===== config.mk =====
export PLATFORM = sky130hd
export DESIGN_NAME = multicycle_controller
export DESIGN_NICKNAME = d
export VERILOG_FILES = /design/src/rtl/multicycle_controller.sv
export SDC_FILE = /design/constraint.sdc
export NUM_CORES = 1
export LEC_CHECK = 0
export BUFFER_PORTS_ARGS = -buffer_cell sky130_fd_sc_hd__buf_2
export CAP_MARGIN = 10
export CORE_AREA = 2 2 72 74
export DETAILED_ROUTE_END_ITERATION = 8
export DIE_AREA = 0 0 74 76
export PLACE_DENSITY = 0.74
export SYNTH_ARGS = -nofsm -noshare
export SYNTH_HDL_FRONTEND = slang
export SYNTH_SLANG_ARGS = --single-unit

===== constraint.sdc =====
create_clock -name clk -period 5.93 [get_ports clk]
set_input_delay 0.2965 -clock clk [delete_from_list [all_inputs] [get_ports clk]]
set_output_delay 0.2965 -clock clk [all_outputs]
set_load 0.05 [all_outputs]

===== src/rtl/multicycle_controller.sv =====
// Sequencing FSM for the multicycle RV32I core. One memory port is shared by fetch and
// load/store; every datapath control is decoded from the state, the opcode and the memory handshake.
module multicycle_controller #(
    parameter int RETIRE_W = 32
) (
    input  logic                clk,
    input  logic                rst_n,
    input  logic [6:0]          Opcode,
    input  logic                BrTaken,
    input  logic                mem_ready,
    output logic                mem_req,
    output logic                IorD,
    output logic                MemRead,
    output logic                MemWrite,
    output logic                IRWrite,
    output logic                PCWrite,
    output logic [1:0]          PCSrc,
    output logic                ALUSrc,
    output logic [1:0]          ALUOp,
    output logic                MemtoReg,
    output logic                RegWrite,
    output logic                Branch,
    output logic                jal,
    output logic                jalr,
    output logic                illegal,
    output logic                instr_retired,
    output logic [RETIRE_W-1:0] instret,
    output logic [2:0]          dbg_state
);
    typedef enum logic [2:0] {
        FETCH  = 3'd0,
        DECODE = 3'd1,
        EXEC   = 3'd2,
        MEM    = 3'd3,
        WB     = 3'd4,
        TRAP   = 3'd5
    } state_t;

    localparam logic [6:0] OP_R    = 7'b0110011;
    localparam logic [6:0] OP_I    = 7'b0010011;
    localparam logic [6:0] OP_LW   = 7'b0000011;
    localparam logic [6:0] OP_SW   = 7'b0100011;
    localparam logic [6:0] OP_BR   = 7'b1100011;
    localparam logic [6:0] OP_LUI  = 7'b0110111;
    localparam logic [6:0] OP_JAL  = 7'b1101111;
    localparam logic [6:0] OP_JALR = 7'b1100111;

    state_t              state;
    state_t              state_next;
    logic [RETIRE_W-1:0] retire_cnt;

    logic is_r, is_i, is_lw, is_sw, is_br, is_lui, is_jal, is_jalr, is_legal;
    logic       exec_alusrc;
    logic [1:0] exec_aluop;

    assign is_r     = (Opcode == OP_R);
    assign is_i     = (Opcode == OP_I);
    assign is_lw    = (Opcode == OP_LW);
    assign is_sw    = (Opcode == OP_SW);
    assign is_br    = (Opcode == OP_BR);
    assign is_lui   = (Opcode == OP_LUI);
    assign is_jal   = (Opcode == OP_JAL);
    assign is_jalr  = (Opcode == OP_JALR);
    assign is_legal = is_r | is_i | is_lw | is_sw | is_br | is_lui | is_jal | is_jalr;

    // ALU controls chosen in EXEC and held through MEM/WB while the IR is stable.
    always_comb begin
        exec_alusrc = is_lw | is_sw | is_i | is_lui;
        if (is_lw || is_sw)     exec_aluop = 2'b00;
        else if (is_br)         exec_aluop = 2'b01;
        else if (is_r || is_i)  exec_aluop = 2'b10;
        else                    exec_aluop = 2'b11;
    end

    always_comb begin
        state_next    = state;
        mem_req       = 1'b0;
        IorD          = 1'b0;
        MemRead       = 1'b0;
        MemWrite      = 1'b0;
        IRWrite       = 1'b0;
        PCWrite       = 1'b0;
        PCSrc         = 2'b00;
        ALUSrc        = 1'b0;
        ALUOp         = 2'b00;
        MemtoReg      = 1'b0;
        RegWrite      = 1'b0;
        Branch        = 1'b0;
        jal           = 1'b0;
        jalr          = 1'b0;
        illegal       = 1'b0;
        instr_retired = 1'b0;
        // Reset gates every output so an in-flight memory access is dropped at once.
        if (rst_n) begin
            case (state)
                FETCH: begin
                    mem_req = 1'b1;
                    MemRead = 1'b1;
                    if (mem_ready) begin
                        IRWrite    = 1'b1;
                        PCWrite    = 1'b1;
                        state_next = DECODE;
                    end
                end
                DECODE: state_next = is_legal ? EXEC : TRAP;
                EXEC: begin
                    ALUSrc = exec_alusrc;
                    ALUOp  = exec_aluop;
                    jal    = is_jal;
                    jalr   = is_jalr;
                    if (is_br) begin
                        Branch        = 1'b1;
                        PCSrc         = 2'b01;
                        PCWrite       = BrTaken;
                        instr_retired = 1'b1;
                        state_next    = FETCH;
                    end else if (is_lw || is_sw) begin
                        state_next = MEM;
                    end else begin
                        state_next = WB;
                    end
                end
                MEM: begin
                    mem_req  = 1'b1;
                    IorD     = 1'b1;
                    MemRead  = is_lw;
                    MemWrite = is_sw;
                    ALUSrc   = 1'b1;
                    if (mem_ready) begin
                        instr_retired = is_sw;
                        state_next    = is_sw ? FETCH : WB;
                    end
                end
                WB: begin
                    ALUSrc        = exec_alusrc;
                    ALUOp         = exec_aluop;
                    jal           = is_jal;
                    jalr          = is_jalr;
                    RegWrite      = 1'b1;
                    MemtoReg      = is_lw;
                    instr_retired = 1'b1;
                    if (is_jal) begin
                        PCWrite = 1'b1;
                        PCSrc   = 2'b01;
                    end else if (is_jalr) begin
                        PCWrite = 1'b1;
                        PCSrc   = 2'b10;
                    end
                    state_next = FETCH;
                end
                TRAP:    illegal = 1'b1;
                default: state_next = FETCH;
            endcase
        end
    end

    always_ff @(posedge clk) begin
        if (!rst_n) begin
            state      <= FETCH;
            retire_cnt <= '0;
        end else begin
            state <= state_next;
            if (instr_retired) retire_cnt <= retire_cnt + RETIRE_W'(1);
        end
    end

    assign instret   = rst_n ? retire_cnt : '0;
    assign dbg_state = rst_n ? state : FETCH;
endmodule


== After elaboration in Yosys (flattened, before gate mapping) ==
Index checks and enable logic that the tools add are counted.

* Input bits: 11
* Flip-flop bits (word level): 35
* Output and inout bits: 53

* Reductions and logical operators: 6
* $add $sub $neg: 1
* Bitwise gates (word level): 11
* Equal/unequal tests: 15
* Muxes and demuxes: 53

{| class="wikitable"
|+ Operator list
! kind !! count
|-
| $add A32 B1 Y32 const B || 1
|-
| $mux W1 || 32
|-
| $mux W32 || 1
|-
| $eq A7 B6 Y1 const B || 3
|-
| $eq A7 B7 Y1 const B || 3
|-
| $mux W3 || 7
|-
| $pmux W3 S5 || 1
|-
| $mux W2 || 7
|-
| $or A1 B1 Y1 || 10
|-
| $eq A7 B2 Y1 const B || 1
|-
| $eq A7 B5 Y1 const B || 1
|-
| $eq A3 B2 Y1 const B || 2
|-
| $eq A3 B3 Y1 const B || 2
|-
| $pmux W1 S3 || 2
|-
| $ne A2 B2 Y1 const B || 2
|-
| $pmux W1 S2 || 2
|-
| $pmux W2 S2 || 1
|-
| $reduce_or A2 Y1 || 2
|-
| $eq A3 B1 Y1 const B || 1
|-
| $logic_not A3 Y1 || 1
|-
| $reduce_and A3 Y1 || 1
|-
| $logic_or A1 B1 Y1 || 2
|-
| $not A1 Y1 || 1
|}

== Longest topological paths before layout ==
* Word-level depth: 10
* Depth in mapped cells: 8
* Gate-level depth less buffers: 5

== Least setup slack after synthesis ==
Ideal clock, no wire load.

* Kind: flip-flop to output port
* From: register state[0]
* To: output MemWrite
* Arrival time: 2957 ps
* Path buffers: 1
* Slack: 2676 ps
* Cell stages (with the launch flop): 6
* Path through: dfxtp_1 > buf_2 > inv_1 > nor2_1 > nand2_1 > nor4_1

* Word-level cells in the longest chain between the ends: 3

{| class="wikitable"
|+ RTL lines
! element !! RTL line !! RTL
|-
| start: declaration || 48 || <nowiki>state_t state;</nowiki>
|-
| start signal: assignment || 162 || <nowiki>state <= state_next;</nowiki>
|-
| $eq A3 B2 Y1 || 95 || <nowiki>case (state)</nowiki>
|-
| $mux W1 || 95 ||
|-
| $mux W1 || 94 || <nowiki>if (rst_n) begin</nowiki>
|-
| end: declaration || 14 || <nowiki>output logic MemWrite,</nowiki>
|}

No other way between the ends.

== Final worst setup path ==
* From: register state[1]
* To: output instr_retired

* Word-level cells in the longest chain between the ends: 3
* Elaborated cells between the ends (all ways): 5

{| class="wikitable"
|+ RTL lines
! element !! RTL line !! RTL
|-
| $eq A3 B3 Y1 / $eq A3 B2 Y1 (equally long branches) || 95 ||
|-
| $pmux W1 S3 * || 95 ||
|-
| $mux W1 * || 94 ||
|-
| end: declaration || 26 || <nowiki>output logic instr_retired,</nowiki>
|}

Mark *: on every way between the ends. The rest lies on a longest branch, timed or not.

==> metrics.md <==
| Metric | Value |
|---|---|
| Critical path required time | 5.63 ns |
| Post-detailed-route count of antenna-violating nets | 0 |
| Highest layer used for signal routing | met4 |
| Run status | finished clean |
| CTS tree | yes |
| Unrepaired setup endpoints after global routing | false |
| Ports | 64 |
| Met1 Routed Length | 2630 microns |
| Post-synthesis mux area share | 3.83% |
| Routed WL per cell | 13.1 microns |
| Worst clock skew | 0.0153 ns |
| Clock-pin slew on the worst setup and hold paths | 0.06 ns |
| Post-synthesis area per instance | 7.73 sq um |
| Count of buffers added by post-CTS timing repair for setup | 0 |
| Synth Area in Compound Gates | 15.5% |
| Total routing resource utilization after global routing | 21.5% |
| Diodes inserted | 0 |
| Post-synth ARST share | 0% |
| Worst-path cell with the longest stage delay | dfxtp_1 |
| Final setup violation count | 0 |
| Portion of the clock cycle consumed by the worst path in the final layout | 40.5% |
| Total of fill cells in the finished design | 468 |
| Final Routed Wirelength | 5610 microns |
| Grt total ovfl | 0 |
| Delay-heaviest family, CP | simple AND/OR/NAND/NOR gates |
| Synth Area in XOR/XNOR | 3.40% |
| Worst Setup End Kind | output pin |
| Post-layout utilization of the core | 56.9% |
| Number of antenna violations at the first check in global routing | 0 |
| Number of enable flip-flop cells after synthesis | 0 |
| Die Footprint | 5620 sq um |
| Leading area contributor after synthesis | dfxtp_1 |
| Critical path launch point type | register |
| Adder and majority gate portion of the synthesized area | 0.971% |
| Gpl congestion | 0.921 |
| Final critical path time including I/O delays and setup | 2.40 ns |
| Number of buffers created by CTS | 5 |
| Post-synth cell types | 48 |
| Biggest area contributors in the synthesized netlist | dfxtp_1 (30%), and2_1 (10%), nor2_1 (4.9%), a21oi_1 (3.9%), nand2_1 (3.6%) |
| Post-DR vias/cell | 5.52 |
| Global-route wire length before repair | 9910 microns |
| Setup_tns | 0 ns |
| Clock latency on the worst-skew pair | 0.30 ns |
| CP Data Arrival Time | 2.10 ns |
| Class of the most critical setup path | register to output pin |
| Clock Sink Count | 35 |
| Starting Density | 47.2% |
| Placement row count | 26 |
| Critical Path, Cell by Cell | nor2b_1 > and4_1 > nor3_1 > buf_4 > nor2_1 > buf_2 |
| Post-CTS Hold Buffers | 0 |
| Synthesized area | 2320 sq um |
| Number of synthesized register bits | 35 |
| Number of instances in the placed design | 419 |
| Floorplan Core Area | 4910 sq um |
| Post-layout net count | 368 |
| Leakage power figure | 1.19 nW |
| Final Max Slew Viols | 0 |
| Post-synthesis share of cell area spent on and, or, nand and nor gates | 41.8% |
| Max H-tree Level | 2 |
| Die extent in y | 76 microns |
| Synth Warn # | 0 |
| Total number of vias | 2359 |
| Total buffers and inverters traversed by the critical path | 2 |
| Buffers added on ports | 63 |
| Met2 wirelength from detailed routing | 2510 microns |
| Slowest cell delay on critical path | 0.55 ns |
| Area share of the largest cell type after synthesis | 30.2% |
| Number of remaining DRC errors | 0 |
| Share of the yosys chip area belonging to registers | 30.2% |
| Number of global-route vias before repair | 2165 |
| Final hold violations | 0 |
| Post-layout instance count excluding filler cells | 427 |
| Slew @ Worst Pin | 1.08 ns |
| Number of DRC markers after the initial detailed-route iteration | 140 |
| Multi-input combinational cell area | 1530 sq um |
| Slew HR | 28.0% |
| Max Root-Sink Buffers | 2 |
| Worst-case vdd ir drop | 0.112 mV |
| Routed length on met3 | 386 microns |
| Classification of the worst-slack hold path | input port to register |
| Cell chosen for the clock root | clkbuf_8 |
| First-pass iteration count of the detailed router | 4 |
| Post-synth net total | 312 |
| Largest net degree at the start of global routing | 42 |
| Mapped Cells | 300 |
| Largest family of logic cells by synthesized area | simple AND/OR/NAND/NOR gates |
| Cells resized by post-CTS repair | 0 |
| Post-DP HPWL | 4050 microns |
| Commonest register cell after synthesis | dfxtp_1 |
| CP Max Fanout | 12 |
| Timing-limited maximum frequency | 417 MHz |
| DIE WIDTH | 74 microns |
| Power per cell area | 191 nW/um^2 |
| Area growth from synthesis to layout | 20.5% |
| Max-capacitance violation count | 0 |
| Share of cells above drive strength 1 | 24.6% |
| Flip-flop and latch area | 701 sq um |
power breakdown:
group | total (W) | internal (W) | switching, W
sequential | 0.000241 | 0.000237 | 0.00000410
clock | 0.000229 | 0.000136 | 0.0000933
combinational | 0.0000633 | 0.0000172 | 0.0000461
total | 0.000534 | 0.000390 | 0.000143
worst register-to-register path: stages (launching register included):
cell	delay (ns)
dfxtp_1	0.55
nor2b_1	0.34
and4_1	0.33
o311ai_2	0.31
or4_1	0.61
a21oi_1	0.14
cell type report:
type | count | area share [%]
Timing Repair Buffer | 65 | 11.8
Clock buffer | 6 | 2.96
Inverter | 8 | 1.07
Sequential cell | 35 | 25.1
Multi-Input combinational cell | 241 | 54.7
Tap cell | 70 | 3.13
Clock inverter | 2 | 1.25
sequential cells by signal, summed over array words and instances, names as in the netlist:
| register | cells |
|---|---|
| retire_cnt | 32 |
| state | 3 |
cell usage in the layout, fill, tap and decap left out, types with 2 or more instances in the layout:
cell type / Yosys / layout
a31oi_1: 3 / 3
clkbuf_8: 0 / 6
a21oi_1: 18 / 18
o31ai_1: 5 / 5
o21ai_0: 10 / 10
buf_4: 0 / 2
a311oi_1: 2 / 2
or3_1: 8 / 8
inv_1: 8 / 8
and2_1: 38 / 38
nand4_1: 12 / 12
xnor2_1: 7 / 7
and4_1: 7 / 7
dfxtp_1: 35 / 35
o22ai_1: 2 / 2
nand2_1: 22 / 22
nor4_1: 2 / 2
a21boi_0: 3 / 3
buf_2: 5 / 63
nor2_1: 30 / 30
mux2_2: 7 / 7
nand3b_1: 2 / 2
nor3_1: 5 / 5
and3_1: 9 / 9
nand3_1: 11 / 11
xor2_1: 2 / 2
or4_1: 6 / 6
nor3b_1: 4 / 4
nand2b_1: 3 / 3
o21a_1: 5 / 5
o31a_1: 2 / 2
metal layers:
metal | global-route usage [%] | vias up
met5 | 0 | -
met4 | 6.00 | 0
met3 | 4.10 | 6
met2 | 33.8 | 90
met1 | 29.9 | 1067
li1 | - | 1196
stage by stage:
step	power [W]	setup WS, ns	hold WS [ns]	cell area, sq um
6_report	0.000534	3.53	0.273	2790
5_1_grt	0.000554	3.27	0.276	2790
4_1_cts	0.000534	3.54	0.267	2790
3_5_place_dp	0.000309	3.60	0.476	2680
3_3_place_gp	0.000309	3.60	0.460	2680
2_1_floorplan	0.000291	2.68	0.411	2320
path summary, 6_finish.rpt:
kind | startpoint | cells after the start | slack, ns | to
worst max-delay path | state[1] | 6 | 3.53 | instr_retired
worst min-delay path | mem_ready | 2 | 0.27 | state[1]
worst max register to register | state[1] | 5 | 3.60 | retire_cnt[25]
worst min register to register | retire_cnt[31] | 2 | 0.48 | retire_cnt[31]
synth_stat cells, types with 2 or more instances:
library cell  number
and3_1             9
nand2b_1           3
dfxtp_1           35
nand4_1           12
or4_1              6
a21oi_1           18
o22ai_1            2
a31oi_1            3
a21boi_0           3
and2_1            38
a311oi_1           2
mux2_2             7
nand3_1           11
and4_1             7
nor3b_1            4
xnor2_1            7
o31a_1             2
clkbuf_1           9
o21ai_0           10
o31ai_1            5
nor3_1             5
xor2_1             2
buf_2              5
nand2_1           22
nor4_1             2
inv_1              8
o21a_1             5
nor2_1            30
or3_1              8
nand3b_1           2
logic make-up after synthesis:
family,Yosys count
flops,35
simple gates,166
fa+ha+maj,2
buf+inv,24
mux,8
compound gates,56
xor+xnor,9
(Power assumes the default switching activity.)
